File: src/rtl/hazard_fwd_unit.sv
// Multi-source operand forwarding and load-use stall unit for the s3 register read.
// Optional retired-write buffer as third forwarding source: define FWD_WB_BUF_EN.
module hazard_fwd_unit #(
  parameter int DATA_WIDTH = 32,
  parameter int REG_WORDS  = 32,
  parameter int ADDR_LEFT  = $clog2(REG_WORDS) - 1,
  parameter int NUM_RD     = 2,
  parameter int LOAD_LAT   = 1,
  parameter int STAT_W     = 16
) (
  input  logic                               clk,
  input  logic                               rst_,
  input  logic                               flush,
  input  logic [NUM_RD*(ADDR_LEFT+1)-1:0]    r_addr_s3,
  input  logic [NUM_RD*DATA_WIDTH-1:0]       r_data_s3,
  input  logic                               rw_s4,
  input  logic                               ld_s4,
  input  logic [ADDR_LEFT:0]                 waddr_s4,
  input  logic [DATA_WIDTH-1:0]              alu_out_s4,
  input  logic                               rw_s5,
  input  logic [ADDR_LEFT:0]                 waddr_s5,
  input  logic [DATA_WIDTH-1:0]              wdata_s5,
  output logic [NUM_RD*DATA_WIDTH-1:0]       fwd_data_s3,
  output logic                               stall_s3,
  output logic [STAT_W-1:0]                  stall_cnt
);

  localparam int AW = ADDR_LEFT + 1;

  typedef enum logic {S_IDLE, S_STALL} state_t;

  state_t            r_state;
  state_t            w_state_nxt;
  logic [2:0]        r_cnt;
  logic [2:0]        w_cnt_nxt;
  logic              w_hit;
  logic [STAT_W-1:0] r_stall_cnt;

  function automatic logic [STAT_W-1:0] sat_inc(input logic [STAT_W-1:0] v);
    return (&v) ? v : v + STAT_W'(1);
  endfunction

`ifdef FWD_WB_BUF_EN
  logic                  r_buf_vld;
  logic [ADDR_LEFT:0]    r_buf_addr;
  logic [DATA_WIDTH-1:0] r_buf_data;

  always_ff @(posedge clk or negedge rst_) begin
    if (!rst_) r_buf_vld <= 1'b0;
    else       r_buf_vld <= rw_s5 && (waddr_s5 != '0);
  end

  // Payload needs no reset: it is only consumed while r_buf_vld is set.
  always_ff @(posedge clk) begin
    if (rw_s5 && (waddr_s5 != '0)) begin
      r_buf_addr <= waddr_s5;
      r_buf_data <= wdata_s5;
    end
  end
`endif

  // s3 stage: per-port source selection, youngest producer first
  always_comb begin
    fwd_data_s3 = r_data_s3;
    for (int p = 0; p < NUM_RD; p++) begin
      if (r_addr_s3[p*AW +: AW] != '0) begin
        if (rw_s4 && !ld_s4 && (waddr_s4 == r_addr_s3[p*AW +: AW]))
          fwd_data_s3[p*DATA_WIDTH +: DATA_WIDTH] = alu_out_s4;
        else if (rw_s5 && (waddr_s5 == r_addr_s3[p*AW +: AW]))
          fwd_data_s3[p*DATA_WIDTH +: DATA_WIDTH] = wdata_s5;
`ifdef FWD_WB_BUF_EN
        else if (r_buf_vld && (r_buf_addr == r_addr_s3[p*AW +: AW]))
          fwd_data_s3[p*DATA_WIDTH +: DATA_WIDTH] = r_buf_data;
`endif
      end
    end
  end

  always_comb begin
    w_hit = 1'b0;
    for (int p = 0; p < NUM_RD; p++) begin
      if (rw_s4 && ld_s4 && (waddr_s4 != '0) && (waddr_s4 == r_addr_s3[p*AW +: AW]))
        w_hit = 1'b1;
    end
  end

  // Reset gates the output so a mid-stall reset drops stall_s3 without waiting for a clock.
  assign stall_s3  = rst_ && !flush && ((r_state == S_STALL) || w_hit);
  assign stall_cnt = r_stall_cnt;

  always_comb begin
    w_state_nxt = r_state;
    w_cnt_nxt   = r_cnt;
    if (flush) begin
      w_state_nxt = S_IDLE;
      w_cnt_nxt   = 3'd0;
    end else begin
      case (r_state)
        S_IDLE: begin
          if (w_hit && (LOAD_LAT > 1)) begin
            w_state_nxt = S_STALL;
            w_cnt_nxt   = 3'(LOAD_LAT - 1);
          end
        end
        S_STALL: begin
          if (r_cnt == 3'd1) begin
            w_state_nxt = S_IDLE;
            w_cnt_nxt   = 3'd0;
          end else begin
            w_cnt_nxt   = r_cnt - 3'd1;
          end
        end
        default: begin
          w_state_nxt = S_IDLE;
          w_cnt_nxt   = 3'd0;
        end
      endcase
    end
  end

  always_ff @(posedge clk or negedge rst_) begin
    if (!rst_) begin
      r_state     <= S_IDLE;
      r_cnt       <= 3'd0;
      r_stall_cnt <= '0;
    end else begin
      r_state <= w_state_nxt;
      r_cnt   <= w_cnt_nxt;
      if (stall_s3) r_stall_cnt <= sat_inc(r_stall_cnt);
    end
  end

endmodule
File: config.mk
export PLATFORM = sky130hd
export DESIGN_NAME = hazard_fwd_unit
export DESIGN_NICKNAME = d
export VERILOG_FILES = /design/src/rtl/hazard_fwd_unit.sv
export SDC_FILE = /design/constraint.sdc
export NUM_CORES = 1
export LEC_CHECK = 0
export BUFFER_PORTS_ARGS = -buffer_cell sky130_fd_sc_hd__clkbuf_2
export CORE_UTILIZATION = 39
export DETAILED_ROUTE_END_ITERATION = 10
export GPL_ROUTABILITY_DRIVEN = 0
export PLACE_DENSITY = 0.79
export SYNTH_ARGS = -nofsm -noshare
export SYNTH_HDL_FRONTEND = slang
export SYNTH_SLANG_ARGS = --single-unit
File: constraint.sdc
create_clock -name clk -period 2.1 [get_ports clk]
set_input_delay 0.42 -clock clk [delete_from_list [all_inputs] [get_ports clk]]
set_output_delay 0.42 -clock clk [all_outputs]
set_load 0.03 [all_outputs]
# ---- Word level (Yosys, flattened, before mapping)
# Cells that the tools add are included.
dict set report totals {
  ff_bits 20
  in_bits 154
  output_inout_bits 81
  elab_cells 45
}
dict set report classes {
  addsub 2
  n_eq_ne 5
  mux 14
  bitwise_logic 1
  n_reduce_logical 20
}
# cell count
set op_table {}
lappend op_table {{32-bit 2-to-1 mux} 6}
lappend op_table {{5-bit equality test} 4}
lappend op_table {{16-bit by 1-bit adder with 16-bit output, second input constant} 1}
lappend op_table {{16-bit AND reduction} 1}
lappend op_table {{5-bit nonzero test} 3}
lappend op_table {{1-bit logical AND} 11}
lappend op_table {{3-bit 2-to-1 mux} 3}
lappend op_table {{1-bit 2-to-1 mux} 5}
lappend op_table {{3-bit by 1-bit equality test with 1-bit output, second input constant} 1}
lappend op_table {{3-bit by 1-bit subtractor with 3-bit output, second input constant} 1}
lappend op_table {{1-bit logical NOT} 2}
lappend op_table {{2-bit AND reduction} 1}
lappend op_table {{2-bit nonzero test} 1}
lappend op_table {{1-bit logical OR} 1}
lappend op_table {{1-bit inverter} 1}

# ---- Logic depth before layout (Yosys ltp)
# Gate-level depths: netlist of the first run.
dict set report logic_depth {
  word_depth 8
  mapped_depth 6
  ltp_nobuf 6
}

# ---- Worst setup path after synthesis of the first run
# Ideal clock, no wire load.
dict set report synth_path {
  path_type {input -> output}
  from {input port r_addr_s3[6]}
  to {output port fwd_data_s3[33]}
  arrival_ns 1.954
  required_ns 1.680
  slack_ns -0.274
  cell_stages 6
  n_path_buf 1
  cell_sequence {xor2_1 -> nor3_2 -> nand3_1 -> buf_2 -> mux2i_1 -> o2bb2ai_1}
}
dict set report synth_between {
  elab_chain_len 5
  elab_cells_between_ends 8
  classes_between {2 x eq/ne; 3 x mux; 3 x reduce/logical}
}
# element line
set synth_lines {}
lappend synth_lines {{start: declaration} 14} ;# input logic [NUM_RD*(ADDR_LEFT+1)-1:0] r_addr_s3,
lappend synth_lines {{5-bit equality test} 69} ;# else if (rw_s5 && (waddr_s5 == r_addr_s3[p*AW +: AW]))
lappend synth_lines {{1-bit logical AND} 69}
lappend synth_lines {{32-bit 2-to-1 mux} 69}
lappend synth_lines {{32-bit 2-to-1 mux} 67} ;# if (rw_s4 && !ld_s4 && (waddr_s4 == r_addr_s3[p*AW +: AW]))
lappend synth_lines {{32-bit 2-to-1 mux *} 66} ;# if (r_addr_s3[p*AW +: AW] != '0) begin
lappend synth_lines {{end: declaration} 23} ;# output logic [NUM_RD*DATA_WIDTH-1:0] fwd_data_s3,
# Mark *: on every way between the ends. The rest lies on a longest branch, timed or not.

# ---- Final worst setup path of the first run
dict set report layout_path {
  from {input port waddr_s5[0]}
  to {output port fwd_data_s3[15]}
}
dict set report layout_between {
  elab_chain_len 5
}
# element line
set layout_lines {}
lappend layout_lines {{start: declaration} 21} ;# input logic [ADDR_LEFT:0] waddr_s5,
lappend layout_lines {{5-bit equality test} 69}
lappend layout_lines {{1-bit logical AND} 69}
lappend layout_lines {{32-bit 2-to-1 mux} 69}
lappend layout_lines {{32-bit 2-to-1 mux} 67}
lappend layout_lines {{32-bit 2-to-1 mux} 66}
# Every way passes these cells.

==> results.toml, run 1 <==
[run_status]
status = "complete, but fails checks"
violations = "negative setup slack"

[synth]
ys_types = 44
synth_top_family_by_area = "simple AND/OR/NAND/NOR gates"
synthTopCellsByArea = "mux2i_1 19%, o2bb2ai_1 16%, dfrtp_1 14%"
ys_top_cells_by_count = "76 x nor2_1, 72 x nand3_1, 65 x mux2i_1"
ys_async_sr_fraction_pct = 100
yosysTopAreaCell = "mux2i_1"
avgSynthCellArea_sq_um = 7.88
synth-seq-cells = 20
yosysMostFrequentCell = "nor2_1"
syn_inst = 440
synthSimpleGateAreaFrac_pct = 25.2
yosysSeqAreaShare_pct = 14.4
ys.flop_type = "dfrtp_1"
synth_adder_area_share_pct = 1.08
netlist_area_sq_um = 3470
synth-edff-count = 0
synthDominantCellAreaShare_pct = 18.8
syn-num-nets = 597
synth_warnings = 0
synth_xor_area_share_pct = 8.59
synthMuxAreaShare_pct = 19.7
synth-compound-area-share_pct = 24.5

[critical_path]
critPathRequiredTime_ps = 1680
r2r_end = "stall_cnt[14]$_DFFE_PN0P_"
rr_startpoint = "stall_cnt[0]$_DFFE_PN0P_"
start_kind = "input port"
cpPeakStageDelay_ps = 270
critPathKind = "input port to primary output"
crit_fanout = 12
crit_slowest_cell = "nor2_1"
setup.worst_path.end = "fwd_data_s3[15]"
startpoint = "waddr_s5[0]"
path_delay_family = "buffers and inverters"
cp.arrival_ps = 2050
cp.buffers_inverters = 4
ff2ff_path_depth = 6
end_kind = "primary output"
crit_chain = "clkbuf_2 -> xnor2_1 -> nand4_1 -> buf_6 -> buf_12 -> nor2_1 -> mux2i_4 -> o2bb2ai_4 -> buf_8"
path_depth = 9
worst-r2r-setup-slack_ps = 180

[final_layout]
drive_gt1_share_pct = 64.8
final_net_count = 870
layout.cells.non_filler = 820
multi_input_area_sq_um = 4310
nFillCells = 363
area_growth_pct = 128
regArea_sq_um = 500

[clock_tree]
cts-root-buf = "clkbuf_8"
clkLatencyLatePin_ps = 260
cts_max_level = 1
clk_pin_slew_ps = 70
clockBufferDepth = 2
cts_sinks = 20
tritoncts = "yes"
ctsHoldBuffers = 0
cts_buffers = 3

[grt]
grt_usage_pct = 35.4
grt_pass1_vias = 5098
grt.overflow.total = 0
grt_first_pass_wirelength_um = 25000
grt_max_degree = 57
antenna_found_initial = 1

[place]
detailedPlace.worstSlack_ps = -422
port_buffers = 234
hpwl_um = 11500
placed_cells = 801

[routing]
drt-wirelength-per-cell_um = 24.3
ant_nets = 0
via_per_inst = 6.38
routed_wl_um = 19900
first_pass_iters = 6
drt_iter0_drc = 264
drc = 0
route.vias.total = 5231

[floorplan]
die_h_um = 96.3
die_w_um = 96.3
core_sq_um = 8680
ios = 235
start_util_pct = 39.9
dieArea_sq_um = 9270
rows = 34

[timing]
setup_slack_ps = -367
min_period_ps = 2470
fin_hold_ws_ps = 148
tightest_slew_ps = 427
relSlewSlack_pct = 71.4
rsz0062_at_grt = "true"
max_freq_ghz = 0.405
final-max-slew-violation-count = 0
finalSetupViolCount = 64
period_share_pct = 117
hold_viol = 0
clock_skew_ps = 2.26

[worst_hold_path]
min_path_type = "input port to asynchronous set/reset pin"

[job]
drv_cap = 0

[power]
p_per_area_nw_per_um2 = 276
ir_drop_v = 0.000327
p_leak_nw = 3.45
## worst min path at each step
| stage | end | slack (ps) | cells after the start |
|---|---|---|---|
| floorplan | r_cnt[0]$_DFFE_PN0P_ | 120 | 0 |
| global placement | stall_cnt[9]$_DFFE_PN0P_ | 420 | 2 |
| detailed placement | stall_cnt[8]$_DFFE_PN0P_ | 430 | 2 |
| CTS | stall_cnt[7]$_DFFE_PN0P_ | 150 | 2 |
| global route | stall_cnt[8]$_DFFE_PN0P_ | 180 | 2 |
| finish | stall_cnt[2]$_DFFE_PN0P_ | 150 | 2 |
## power breakdown
group / internal (mW) / total (mW) / switching [mW]
clock network: 0.128 / 0.246 / 0.118
registers: 0.393 / 0.405 / 0.0126
logic: 0.769 / 1.52 / 0.756
## metal layers
metal / up-vias / track usage (%) / share of wire (%)
li1: 2199 / - / -
met1: 2509 / 36.5 / 33
met2: 395 / 64.4 / 51
met3: 128 / 7.98 / 9.1
met4: 0 / 22.0 / 7.1
met5: - / 0 / 0
## registers in the layout, summed over array words and instances (netlist names)
signal / count
r_cnt: 3
r_state: 1
stall_cnt: 16
## cells in the final DEF (no fill, tap or decap), drive strengths merged, types with 3 or more instances in the layout
master and instances:
a2111oi 6, inv 7, xnor2 14, a211oi 8, dfrtp 20, nand3 74, nor4 3, nor2 76
clkbuf 170, nor3 3, mux2i 65, mux2 3, o2bb2ai 64, buf 141, ha 3, nand4 6
nand2 8, a21oi 5, xor2 20
## per-stage QoR
step                power [mW]  util (%)  area (sq um)  setup TNS, ps
global route              2.25      90.9          7890         -20140
detailed placement        1.54      74.0          6420         -20220
global placement          1.52      74.0          6420         -18540
CTS                       1.99      85.5          7420         -15810
finish                    2.18      90.9          7890         -16380
floorplan                 1.10         -          4670          -1000
## cell type report
cell class,instances,area share [%]
Clock buffer,3,0.524
Sequential cell,20,6.35
Inverter,7,0.333
Tap cell,108,1.71
Timing Repair Buffer,308,36.4
Multi-Input combinational cell,373,54.7
Antenna cell,1,0.0317
## cells by family after synthesis
logic type | count (synthesis)
compound gates | 88
xor+xnor | 34
fa+ha+maj | 3
buf+inv | 47
flops | 20
mux | 68
simple gates | 180
## what timing repair did
item	in CTS	in global routing
endpoints found under the setup margin	65	65
gates cloned	3	2
resized for setup	187	131
setup buffers	5	5
pin swaps	7	17
## worst reg2reg max path: stages (launching register included)
cell       delay (ps)
dfrtp_1           450
ha_1              270
nand2_1            70
nor2_1            200
nand2b_1          220
a2111oi_2         460
xor2_1            180
Note: power is estimated with default switching activity, not from simulation.
==> run 2: changes to the inputs <==
Settings changed: BUFFER_PORTS_ARGS -buffer_cell sky130_fd_sc_hd__clkbuf_2 to not set, CORE_AREA set to 2 2 92 94, CORE_UTILIZATION 39 to not set, DIE_AREA set to 0 0 94 96, DONT_BUFFER_PORTS set to 1, PLACE_DENSITY 0.79 to not set.
==> results.toml, run 2 (synthesized netlist as in run 1, its figures left out) <==
[run_status]
status = "complete, but fails checks"
violations = "negative setup slack"

[power]
power.total_mw = 1.61
p_comb_share_pct = 56.7
swShare_pct = 38.4
pwr-share-seq_pct = 24.9
power_switching_uw = 617
p_leak_nw = 2.46
p_int_uw = 991
clkPwrFrac_pct = 18.4
ir_drop_v = 0.000357
p_per_area_nw_per_um2 = 267

[critical_path]
worst-r2r-setup-slack_ps = 250
critPathRequiredTime_ps = 1680
rr_startpoint = "stall_cnt[9]$_DFFE_PN0P_"
ff2ff_path_depth = 5
cp.arrival_ps = 1800
r2r_end = "stall_cnt[1]$_DFFE_PN0P_"
end_kind = "primary output"
critPathKind = "input port to primary output"
crit_fanout = 8
start_kind = "input port"

[clock_tree]
clk_pin_slew_ps = 70
cts_max_level = 1
clockBufferDepth = 2
cts-root-buf = "clkbuf_8"
cts_buffers = 3
cts_sinks = 20
tritoncts = "yes"
clkLatencyLatePin_ps = 260

[worst_hold_path]
worstHoldStart = "flush"
holdPathStages = 1
min_path_type = "input port to flip-flop"
min_to = "r_cnt[2]$_DFFE_PN0P_"

[timing]
tightest_slew_ps = 907
hold_viol = 0
relSlewSlack_pct = 39.3
final-max-slew-violation-count = 0
rsz0062_at_grt = "true"
max_freq_ghz = 0.450
finalSetupViolCount = 65
clock_skew_ps = 2.39
setup_slack_ps = -121
min_period_ps = 2220
period_share_pct = 106

[final_layout]
final_cell_mix = "74 x nor2_1, 71 x nand3_1, 61 x o2bb2ai_4"
layout_commonest_cell = "nor2_1"
drive_gt1_share_pct = 44.3
final_cell_area_sq_um = 6030
largest_reg_flops = 16
area_growth_pct = 73.9
final_util_pct = 74.9
antenna_cells = 0
final_net_count = 655

[routing]
first_pass_iters = 4
drt-wirelength-per-cell_um = 22.8
route.vias.total = 3824
drc = 0
ant_nets = 0
drt_iter0_drc = 138
routed_wl_um = 13700
via_per_inst = 6.35

[place]
hpwl_um = 10200
port_buffers = 0
place_area_sq_um = 5350

[grt]
grt_first_pass_wirelength_um = 19400
antenna_found_initial = 0
grt_usage_pct = 26.8
grt_max_degree = 67
grt.overflow.total = 0
grt_pass1_vias = 3705

[floorplan]
start_util_pct = 43.0
ios = 235
core_sq_um = 8050
die_h_um = 96
die_w_um = 94
rows = 33
dieArea_sq_um = 9020

[job]
drv_cap = 0
run 2: power by group through the flow:
stage	combinational (mW)	clock, mW	sequential (mW)
2_1_floorplan	0.673	0	0.425
3_3_place_gp	0.819	0	0.408
3_5_place_dp	0.831	0	0.408
4_1_cts	0.879	0.299	0.401
5_1_grt	0.953	0.315	0.402
6_report	0.912	0.295	0.400
run 2: stage by stage:
| stage | setup WS, ps | hold slack, ps | cells | setup TNS, ps |
|---|---|---|---|---|
| final | -121 | 215 | 602 | -6000 |
| after global routing | -158 | 207 | 602 | -7940 |
| after CTS | -88.0 | 215 | 594 | -2350 |
| after detailed placement | -127 | 125 | 573 | -4740 |
| after global placement | -122 | 125 | 573 | -4120 |
| after floorplan | -19.9 | 124 | 440 | -1000 |
run 2: critical path: stages:
cell	delay, ps
xor2_4	170
nor3_4	240
buf_4	160
and4_4	230
o22ai_4	90
buf_12	170
buf_12	150
o2bb2ai_4	170
run 2: how the worst max path moves through the flow:
stage / from / endpoint / slack (ps) / depth (start not counted)
floorplan: r_addr_s3[1] / fwd_data_s3[10] / -20 / 4
global placement: r_addr_s3[1] / fwd_data_s3[25] / -120 / 5
detailed placement: waddr_s4[2] / fwd_data_s3[9] / -130 / 7
CTS: r_addr_s3[4] / fwd_data_s3[17] / -90 / 7
global route: waddr_s4[2] / fwd_data_s3[17] / -160 / 7
finish: waddr_s4[2] / fwd_data_s3[5] / -120 / 8
run 2: cell type report:
class / instances / area [sq um]
well taps: 105 / 131
repair buffers: 93 / 1160
multi-input cells: 373 / 4150
flip-flops and latches: 20 / 500
clock buffers: 4 / 55.1
inverters: 7 / 26.3
fillers: 556 / 2020
run 2: layer usage:
metal	routed length (um)	track usage, %	up-vias
met1	4970	31.8	1850
met4	196	5.56	0
li1	-	-	1753
met3	1230	5.79	22
met2	7330	49.6	199
met5	0	0	-
run 2: what timing repair did:
item,4_1_cts,5_1_grt
setup endpoints to repair,63,64
hold buffers,1,0
gates resized for setup,32,33
pin swaps,33,17
setup buffers,13,6
cloned,3,3
endpoints found under the hold margin,20,0
